===== src/rtl/arc4_pkg.sv =====
// rtl/arc4_pkg.sv - shared ARC4 states, sizes and key byte selection
package arc4_pkg;
    localparam int KEY_BYTES = 3;
    localparam int S_DEPTH   = 256;

    typedef enum logic [2:0] {
        ST_IDLE,
        ST_INIT,
        ST_KSA,
        ST_LEN,
        ST_PRGA
    } arc4_state_t;

    // Sub-steps of one KSA or PRGA iteration over the S RAM
    typedef enum logic [2:0] {
        STEP_RI,
        STEP_RJ,
        STEP_WI,
        STEP_WJ,
        STEP_RP,
        STEP_OUT
    } ks_step_t;

    // Key byte 0 is the most significant byte of the key word
    function automatic logic [7:0] keybyte(input logic [8*KEY_BYTES-1:0] key, input logic [7:0] idx);
        logic [7:0]             n;
        logic [8*KEY_BYTES-1:0] sh;
        n  = idx % 8'(KEY_BYTES);
        sh = key >> (8 * (KEY_BYTES - 1 - int'(n)));
        return sh[7:0];
    endfunction
endpackage


===== src/rtl/arc4_keystream.sv =====
// rtl/arc4_keystream.sv - S-box init, key schedule and pad generation over an external S RAM
module arc4_keystream
    import arc4_pkg::*;
(
    input  logic                   clk,
    input  logic                   rst,
    input  logic                   start,
    input  logic [8*KEY_BYTES-1:0] key,
    output arc4_state_t            phase,
    output logic [7:0]             pad_tdata,
    output logic                   pad_tvalid,
    input  logic                   pad_tready,
    output logic [7:0]             s_addr,
    output logic [7:0]             s_wrdata,
    output logic                   s_wren,
    input  logic [7:0]             s_rddata
);
    arc4_state_t state, state_n;
    ks_step_t    step, step_n;
    logic [7:0]  i, i_n, j, j_n, si, si_n, sj, sj_n;
    logic [7:0]  j_sum;

    always_ff @(posedge clk or posedge rst) begin
        if (rst) begin
            state <= ST_IDLE;
            step  <= STEP_RI;
            i     <= 8'd0;
            j     <= 8'd0;
            si    <= 8'd0;
            sj    <= 8'd0;
        end else begin
            state <= state_n;
            step  <= step_n;
            i     <= i_n;
            j     <= j_n;
            si    <= si_n;
            sj    <= sj_n;
        end
    end

    always_comb begin
        state_n    = state;
        step_n     = step;
        i_n        = i;
        j_n        = j;
        si_n       = si;
        sj_n       = sj;
        s_addr     = 8'd0;
        s_wrdata   = 8'd0;
        s_wren     = 1'b0;
        pad_tdata  = 8'd0;
        pad_tvalid = 1'b0;
        j_sum      = j + s_rddata + ((state == ST_KSA) ? keybyte(key, i) : 8'd0);
        if (start) begin
            state_n = ST_INIT;
            step_n  = STEP_RI;
            i_n     = 8'd0;
            j_n     = 8'd0;
        end else begin
            case (state)
                ST_INIT: begin
                    s_addr   = i;
                    s_wrdata = i;
                    s_wren   = 1'b1;
                    i_n      = i + 8'd1;
                    if (i == 8'hFF) state_n = ST_KSA;
                end
                ST_KSA, ST_PRGA: begin
                    case (step)
                        STEP_RI: begin
                            s_addr = i;
                            step_n = STEP_RJ;
                        end
                        STEP_RJ: begin
                            s_addr = j_sum;
                            j_n    = j_sum;
                            si_n   = s_rddata;
                            step_n = STEP_WI;
                        end
                        STEP_WI: begin
                            s_addr   = i;
                            s_wrdata = s_rddata;
                            s_wren   = 1'b1;
                            sj_n     = s_rddata;
                            step_n   = STEP_WJ;
                        end
                        STEP_WJ: begin
                            s_addr   = j;
                            s_wrdata = si;
                            s_wren   = 1'b1;
                            if (state == ST_KSA) begin
                                step_n = STEP_RI;
                                if (i == 8'hFF) begin
                                    state_n = ST_LEN;
                                    i_n     = 8'd0;
                                    j_n     = 8'd0;
                                end else begin
                                    i_n = i + 8'd1;
                                end
                            end else begin
                                step_n = STEP_RP;
                            end
                        end
                        STEP_RP: begin
                            s_addr = si + sj;
                            step_n = STEP_OUT;
                        end
                        STEP_OUT: begin
                            // Address held so the pad stays valid while the consumer stalls
                            s_addr     = si + sj;
                            pad_tdata  = s_rddata;
                            pad_tvalid = 1'b1;
                            if (pad_tready) begin
                                state_n = ST_LEN;
                                step_n  = STEP_RI;
                            end
                        end
                        default: step_n = STEP_RI;
                    endcase
                end
                ST_LEN: begin
                    if (pad_tready) begin
                        i_n     = i + 8'd1;
                        state_n = ST_PRGA;
                        step_n  = STEP_RI;
                    end
                end
                default: ;
            endcase
        end
    end

    assign phase = state;
endmodule


===== src/rtl/arc4_encrypt.sv =====
// rtl/arc4_encrypt.sv - length-framed ARC4 encryptor from pt memory into ct memory
module arc4_encrypt
    import arc4_pkg::*;
(
    input  logic                   clk,
    input  logic                   rst,
    input  logic                   en,
    output logic                   rdy,
    input  logic [8*KEY_BYTES-1:0] key,
    output logic [7:0]             s_addr,
    input  logic [7:0]             s_rddata,
    output logic [7:0]             s_wrdata,
    output logic                   s_wren,
    output logic [7:0]             pt_addr,
    input  logic [7:0]             pt_rddata,
    output logic [7:0]             ct_addr,
    output logic [7:0]             ct_wrdata,
    output logic                   ct_wren
);
    arc4_state_t            state, state_n, phase;
    logic [7:0]             k, k_n, len, len_n;
    logic [8*KEY_BYTES-1:0] key_q, key_n;
    logic                   ks_start, pad_tvalid, pad_tready;
    logic [7:0]             pad_tdata;

    arc4_keystream u_keystream (
        .clk        (clk),
        .rst        (rst),
        .start      (ks_start),
        .key        (key_q),
        .phase      (phase),
        .pad_tdata  (pad_tdata),
        .pad_tvalid (pad_tvalid),
        .pad_tready (pad_tready),
        .s_addr     (s_addr),
        .s_wrdata   (s_wrdata),
        .s_wren     (s_wren),
        .s_rddata   (s_rddata)
    );

    always_ff @(posedge clk or posedge rst) begin
        if (rst) begin
            state <= ST_IDLE;
            k     <= 8'd0;
            len   <= 8'd0;
            key_q <= '0;
        end else begin
            state <= state_n;
            k     <= k_n;
            len   <= len_n;
            key_q <= key_n;
        end
    end

    // pt_addr follows k, so pt[k] has settled long before its pad arrives
    always_comb begin
        state_n    = state;
        k_n        = k;
        len_n      = len;
        key_n      = key_q;
        ks_start   = 1'b0;
        pad_tready = 1'b0;
        ct_addr    = 8'd0;
        ct_wrdata  = 8'd0;
        ct_wren    = 1'b0;
        rdy        = (state == ST_IDLE);
        pt_addr    = k;
        case (state)
            ST_IDLE: begin
                if (en) begin
                    ks_start = 1'b1;
                    key_n    = key;
                    k_n      = 8'd0;
                    state_n  = ST_INIT;
                end
            end
            ST_INIT: if (phase == ST_KSA) state_n = ST_KSA;
            ST_KSA:  if (phase == ST_LEN) state_n = ST_LEN;
            ST_LEN: begin
                ct_wrdata = pt_rddata;
                ct_wren   = 1'b1;
                len_n     = pt_rddata;
                k_n       = 8'd1;
                state_n   = (pt_rddata == 8'd0) ? ST_IDLE : ST_PRGA;
            end
            ST_PRGA: begin
                pad_tready = 1'b1;
                ct_addr    = k;
                ct_wrdata  = pt_rddata ^ pad_tdata;
                ct_wren    = pad_tvalid;
                if (pad_tvalid) begin
                    if (k == len) state_n = ST_IDLE;
                    else          k_n     = k + 8'd1;
                end
            end
            default: state_n = ST_IDLE;
        endcase
    end
endmodule


===== config.mk =====
export PLATFORM = sky130hd
export DESIGN_NAME = arc4_encrypt
export DESIGN_NICKNAME = d
export VERILOG_FILES = /design/src/rtl/arc4_pkg.sv /design/src/rtl/arc4_keystream.sv /design/src/rtl/arc4_encrypt.sv
export SDC_FILE = /design/constraint.sdc
export NUM_CORES = 1
export LEC_CHECK = 0
export ABC_AREA = 1
export CAP_MARGIN = 20
export CORE_AREA = 2 2 166 127
export CTS_CLUSTER_DIAMETER = 150
export DETAILED_ROUTE_END_ITERATION = 8
export DIE_AREA = 0 0 168 129
export GPL_ROUTABILITY_DRIVEN = 0
export PLACE_DENSITY = 0.58
export SETUP_SLACK_MARGIN = 0.02
export SYNTH_ARGS = -nofsm -noshare
export SYNTH_HDL_FRONTEND = slang
export SYNTH_HIERARCHICAL = 1
export SYNTH_SLANG_ARGS = --single-unit

===== constraint.sdc =====
create_clock -name clk -period 6.2 [get_ports clk]
set_input_delay 0.62 -clock clk [delete_from_list [all_inputs] [get_ports clk]]
set_output_delay 0.62 -clock clk [all_outputs]
set_load 0.01 [all_outputs]

---- After elaboration in Yosys (flattened, before gate mapping) ----
Cells that the tools add are included.
word-level totals
  bits in registers ....................... 81
  input port bits ......................... 43
  logic and storage cells ................. 128
operators by class
  add/subtract/negate cells ............... 6
  div/mod/pow operators ................... 1
  equality and inequality tests ........... 31
  shift-type cells ........................ 1
  mux-type cells .......................... 57
  bitwise logic cells ..................... 2
  reduce and logical (&&, ||, !) cells .... 20
operators with widths
  kind                 number
  $mux 8               19
  $pmux 8 s2           5
  $pmux 8 s3           2
  $mux 3               15
  $pmux 8 s4           1
  $shr 24x32->8        1
  $add 8x8->8          3
  $eq 3x2->1 const B   6
  $pmux 3 s6           1
  $add 8x1->8 const B  2
  $pmux 3 s5           1
  $eq 3x3->1 const B   4
  $ne 2x2->1 const B   6
  $ne 3x3->1 const B   4
  $pmux 3 s2           2
  $reduce_and 4->1     3
  $eq 3x1->1 const B   3
  $pmux 3 s3           1
  $reduce_bool 3->1    3
  $sub 2x8->9 const A  1
  $eq 8x8->1           1
  $eq 8x8->1 const B   1
  $logic_not 8->1      1
  $mod 8x2->8 const B  1
  other kinds (15)     31

---- Depth between registers and ports, before layout ----
  word-level depth ........................ 8
  gate-level depth with buffers ........... 47
  depth with buffers taken out ............ 46

---- By module ----
Netlist, hierarchy kept.
modules (own cells, without submodules)
  module          instances  cells each  area each (um2)
  arc4_keystream  1          519         3614.7
  arc4_encrypt    1          317         2303.5

---- Least setup slack after synthesis ----
No wires, ideal clock.
  kind .................................... flip-flop to output port
  from .................................... register u_keystream.i[5]
  to ...................................... output s_addr[7]
  data arrival time ....................... 5.227 ns
  required time ........................... 5.580 ns
  slack ................................... 0.353 ns
  stages on the path, launching flop included .. 47
  path buffers ............................ 1
  cells stage by stage .................... dfrtp_1 > buf_6 > clkinv_2 > nand3_1 > nand2_2 > nand2_4 > nand2_2 > nand2_2 > nand3_2 > nand2_2 > o21ai_2 > nand2_1 > inv_1 > ha_1 > a21oi_2 > nand2_2 > inv_1 > nand2_1 > [... 11 more ...] > o21ai_0 > nand2_1 > fa_1 > inv_1 > ha_1 > inv_1 > fa_1 > o21ai_0 > a21o_1 > a21oi_1 > xor2_1 > inv_1 > nand3_1 > nand2_1 > nand2_1 > nand2_1 > nand2_1 > nand2_1
between the ends
  longest elaborated chain between the ends .. 8
RTL lines
  what                      RTL line              source
  start: declaration        arc4_keystream.sv:20  logic [7:0] i, i_n, j, j_n, si, si_n, sj, sj_n;
  start signal: assignment  arc4_keystream.sv:34  i <= i_n;
  $mod 8x2->8               arc4_pkg.sv:28        n = idx % 8'(KEY_BYTES);
  $sub 2x8->9               arc4_pkg.sv:29        sh = key >> (8 * (KEY_BYTES - 1 - int'(n)));
  $shr 24x32->8             arc4_pkg.sv:29
  $mux 8                    arc4_keystream.sv:53  j_sum = j + s_rddata + ((state == ST_KSA) ? keybyte(key, i) : 8'd0);
  $add 8x8->8               arc4_keystream.sv:53
  $pmux 8 s4                arc4_keystream.sv:69  case (step)
  $pmux 8 s2                arc4_keystream.sv:60  case (state)
  $mux 8                    arc4_keystream.sv:54  if (start) begin
  end: declaration          arc4_encrypt.sv:10    output logic [7:0] s_addr,
Every way passes these cells.

---- Worst setup path in the final report ----
  from .................................... register u_keystream.i[6]
  to ...................................... output s_addr[7]
The elaborated chain is that of the path after synthesis.

==> summary.txt <==
Status
  – Run status: finished with violations
  – Failing checks: negative setup slack

Floorplanning
  – DIE HEIGHT: 129 um
  – Number of placement rows: 45
  – Starting Density: 0.2961
  – I/O pin cnt: 86
  – Total Die Area: 21670 um^2
  – Core area: 19990 um^2
  – Horiz. Die Dim: 168 um

Final layout
  – Antenna cells: 0
  – Filler-free cell count of the finished design: 1274
  – Final design area excluding fillers: roughly 8400 um^2
  – Area Overhead vs Synth: 41.78%
  – Count of nets after finishing: approximately 1100
  – Final standard cell utilization of the core: 0.4198
  – Proportion of layout cells with a drive suffix above 1: 0.2382
  – Area of the multi-input gates: approximately 3700 um^2
  – Filler cell count in the final layout: 2018
  – Area used by sequential logic in the layout: 2031 um^2

Logic synthesis
  – Number of enable-type register cells in the synthesized netlist: 0
  – Primary flip-flop cell chosen by synthesis mapping: sky130_fd_sc_hd__dfrtp_1
  – Mean area per synthesized cell: 7.079 um^2
  – Most common cell in the synthesized netlist: sky130_fd_sc_hd__nand2_1
  – Post-Synthesis Net Count: ~910
  – Cell type contributing the most total cell area after synthesis: sky130_fd_sc_hd__dfrtp_1
  – Cells taking the most area after synthesis: sky130_fd_sc_hd__dfrtp_1, sky130_fd_sc_hd__nand2_1, sky130_fd_sc_hd__inv_1, sky130_fd_sc_hd__nor2_1, sky130_fd_sc_hd__o21ai_0
  – Leading cell types by count after synthesis: sky130_fd_sc_hd__nand2_1, sky130_fd_sc_hd__inv_1, sky130_fd_sc_hd__dfrtp_1
  – Flops & latches, synth: 81
  – Area share of the leading cell type in the synthesized netlist: 0.3425
  – Number of synthesis warnings: 6
  – Proportion of register bits with asynchronous set or reset after synthesis: 1.000
  – Number of library cell types mapped by synthesis: 50
  – Sequential fraction of the synthesis area: 0.3425
  – Netlist Area Pre-Place: 5918 um^2
  – Gate count of the mapped netlist: 836

Job
  – Count of maximum capacitance violations: 0

STA
  – Count of final setup violators: 1
  – Highest attainable clock frequency: 160.5 MHz
  – Remaining max-slew budget at the tightest pin: 0.4507
  – Hold Violations, Final: 0
  – Fin Setup TNS: -0.02896 ns
  – Final period util: 1.005
  – Clock tree skew after final layout: around 0.0058 ns
  – Worst hold slack: 0.4787 ns
  – Time the final worst path needs with I/O delays and setup: 6.229 ns
  – Post-route setup slack: -0.02896 ns
  – Final Slew Violations: 0
  – Setup repair after global routing missed its margin: yes
  – Worst Tran Pin Value: 0.8210 ns

Clocking
  – Total clock buffers created by CTS: 9
  – Clock root buffer master: sky130_fd_sc_hd__clkbuf_16
  – Number of buffers inserted for hold repair after clock tree synthesis: 0
  – CTS clk-pin slew, worst paths: 0.07 ns
  – CTS tree: done
  – Count of H-tree levels built during CTS: 3
  – Clk_lat worst skew: between 0.3 and 0.4 ns
  – Total clock sinks: between 80 and 90
  – Maximum clock insertion buffer count: 2

Setup path
  – Crit end category: output port
  – Slowest cell delay on critical path: ~0.53 ns
  – Most used cell along the critical path: sky130_fd_sc_hd__nand2_2
  – Startpoint type of the worst setup path: register
  – Register-to-Register Setup Slack: around 0.060 ns
  – Crit-path leading delay family: simple AND/OR/NAND/NOR gates
  – Capture instance of the worst register-to-register path: u_keystream/j[7]
  – Arrival @ worst endpoint: roughly 5.6 ns
  – Slowest cell on the critical path: sky130_fd_sc_hd__fa_1
  – Buf+Inv Stages, Crit Path: 9
  – Worst r2r src: u_keystream/i[6]
  – Logic depth of the worst register-to-register path: 50
  – Required time of the critical path: between 5 and 6 ns
  – Kind of critical path: reg -> out
  – Highest fanout seen on the critical path: 6

Power
  – Switching part of the total: 0.4614
  – Leak Pwr: around 4.1 nW
  – Clock network fraction of total power: 0.093
  – Maximum resistive drop on vdd: between 500 and 600 uV
  – Power per cell area: 712.6 nW/um^2
  – Share of power burned in combinational logic: 0.750
  – Total internal power: ~3.2 mW
  – Total design power: 5.979 mW
  – Switching power: 2.759 mW
  – Relative contribution of sequential cells to total power: 0.157

Detailed routing
  – Count of antenna-violating nets left after detailed routing: 0
  – Detailed Route WL: 18320 um
  – Per-cell routed wire length: 14.38 um
  – Number of detailed-route iterations in the first pass: 7
  – First DRT Iteration DRCs: 531
  – Final routed DRC violation total: 0
  – Detailed-route via count: ~6000
  – Vias/cell: 4.770

Placement
  – Pre-CTS setup slack: -0.3293 ns
  – Final HPWL DP: between 10000 and 15000 um
  – Cells after DPL: 1218
  – Number of I/O port buffers: 85
  – Area of placed instances: 7430 um^2

Worst hold path
  – Hold Startpoint: key_q[13]
  – Worst Hold Endpoint: key_q[13]
  – Hold Crit Class: reg -> reg
  – Number of instances on the worst hold path: 2

Global routing
  – GRT Resource Usage Total: 0.1687
  – GR Overflow Total: 0
  – First-pass GRT wire length: 29100 um
  – Antenna violations before repair: 0
  – Largest net degree at the start of global routing: between 40 and 50
  – Vias in the first global route: about 5600
-- cells in the final DEF, fill, tap and decap left out, drive strengths merged --
cell	count
xor2	6
o21bai	1
a211oi	1
nor3	12
o21ai	67
o31ai	5
nor3b	2
nand4	1
nor4	2
o32ai	4
a22oi	9
a2bb2oi	4
a21oi	23
a31oi	1
clkdlybuf4s50	79
or2	2
a221oi	4
clkbuf	9
nor2	83
a21o	2
nand2	283
xnor2	11
o2111ai	2
buf	100
clkinv	5
a21boi	1
fa	9
a22o	2
inv	118
ha	19
bufinv	1
o22ai	17
dlymetal6s2s	1
nand3	47
dfrtp	81
o211ai	2
-- cell type report --
type | instances | area share
multi-input combinational | 622 | 0.4414
sequential | 81 | 0.2420
timing repair buffer | 180 | 0.1885
inverter | 117 | 0.05383
tap | 258 | 0.03847
clock buffer | 9 | 0.02684
clock inverter | 7 | 0.008947
-- cells by family (layout without fill, tap and decap cells) --
logic type,Yosys count,count (layout),share of synthesized area
compound gates,145,145,0.1486
xor+xnor,17,17,0.02833
fa+ha+maj,28,28,0.07061
buf+inv,133,313,0.08922
flops,81,81,0.3425
simple gates,432,432,0.3207
-- how the worst max path moves through the flow --
stage	from	end	slack, ns	cells past startpoint
final	u_keystream/i[6]	s_addr[7]	-0.03	44
after global routing	u_keystream/i[6]	s_addr[7]	-0.38	45
after CTS	u_keystream/i[7]	s_addr[7]	-0.05	45
after detailed placement	u_keystream/i[5]	s_addr[7]	-0.33	46
after global placement	u_keystream/i[5]	s_addr[7]	-0.19	46
after floorplan	u_keystream/i[5]	s_addr[7]	0.35	46
-- power groups by stage --
stage / registers, mW / logic (mW) / clock network, mW
final: 0.937 / 4.49 / 0.556
after global routing: 0.964 / 4.90 / 0.586
after CTS: 0.925 / 4.03 / 0.570
after detailed placement: 0.928 / 3.36 / 0
after global placement: 0.926 / 3.35 / 0
after floorplan: 0.884 / 2.16 / 0
-- layer usage --
layer  share of wire  track usage  routed length, um  vias to the layer above
li1                -            -                  -                     3053
met1            0.51       0.2629               9396                     2805
met2            0.41       0.2358               7466                      203
met3           0.069      0.03414               1270                       16
met4           0.010      0.03887                191                        0
met5               0            0                  0                        -
-- sequential cells by signal (all words and copies together), names as in the netlist --
name and flops:
u_keystream/sj 8, pt_addr 8, u_keystream/step 3, len 8
key_q 24, u_keystream/i 8, u_keystream/phase 3, u_keystream/j 8
u_keystream/si 8, state 3
-- worst reg2reg max path, delay by kind of cell, from the launching register on --
family	cells	cell delay (ns)
AND/OR/NAND/NOR	21	1.68
buffers and inverters	17	1.66
adder cells (fa/ha/maj)	4	1.25
AO/OA/AOI/OAI	6	0.68
flip-flops	1	0.46
XOR/XNOR	2	0.32
-- what timing repair did --
item	4_1_cts	5_1_grt
buffers inserted	35	9
gates resized for setup	58	64
setup endpoints to repair	6	9
gates cloned	0	0
pin swaps	34	50
(Power assumes the default switching activity.)
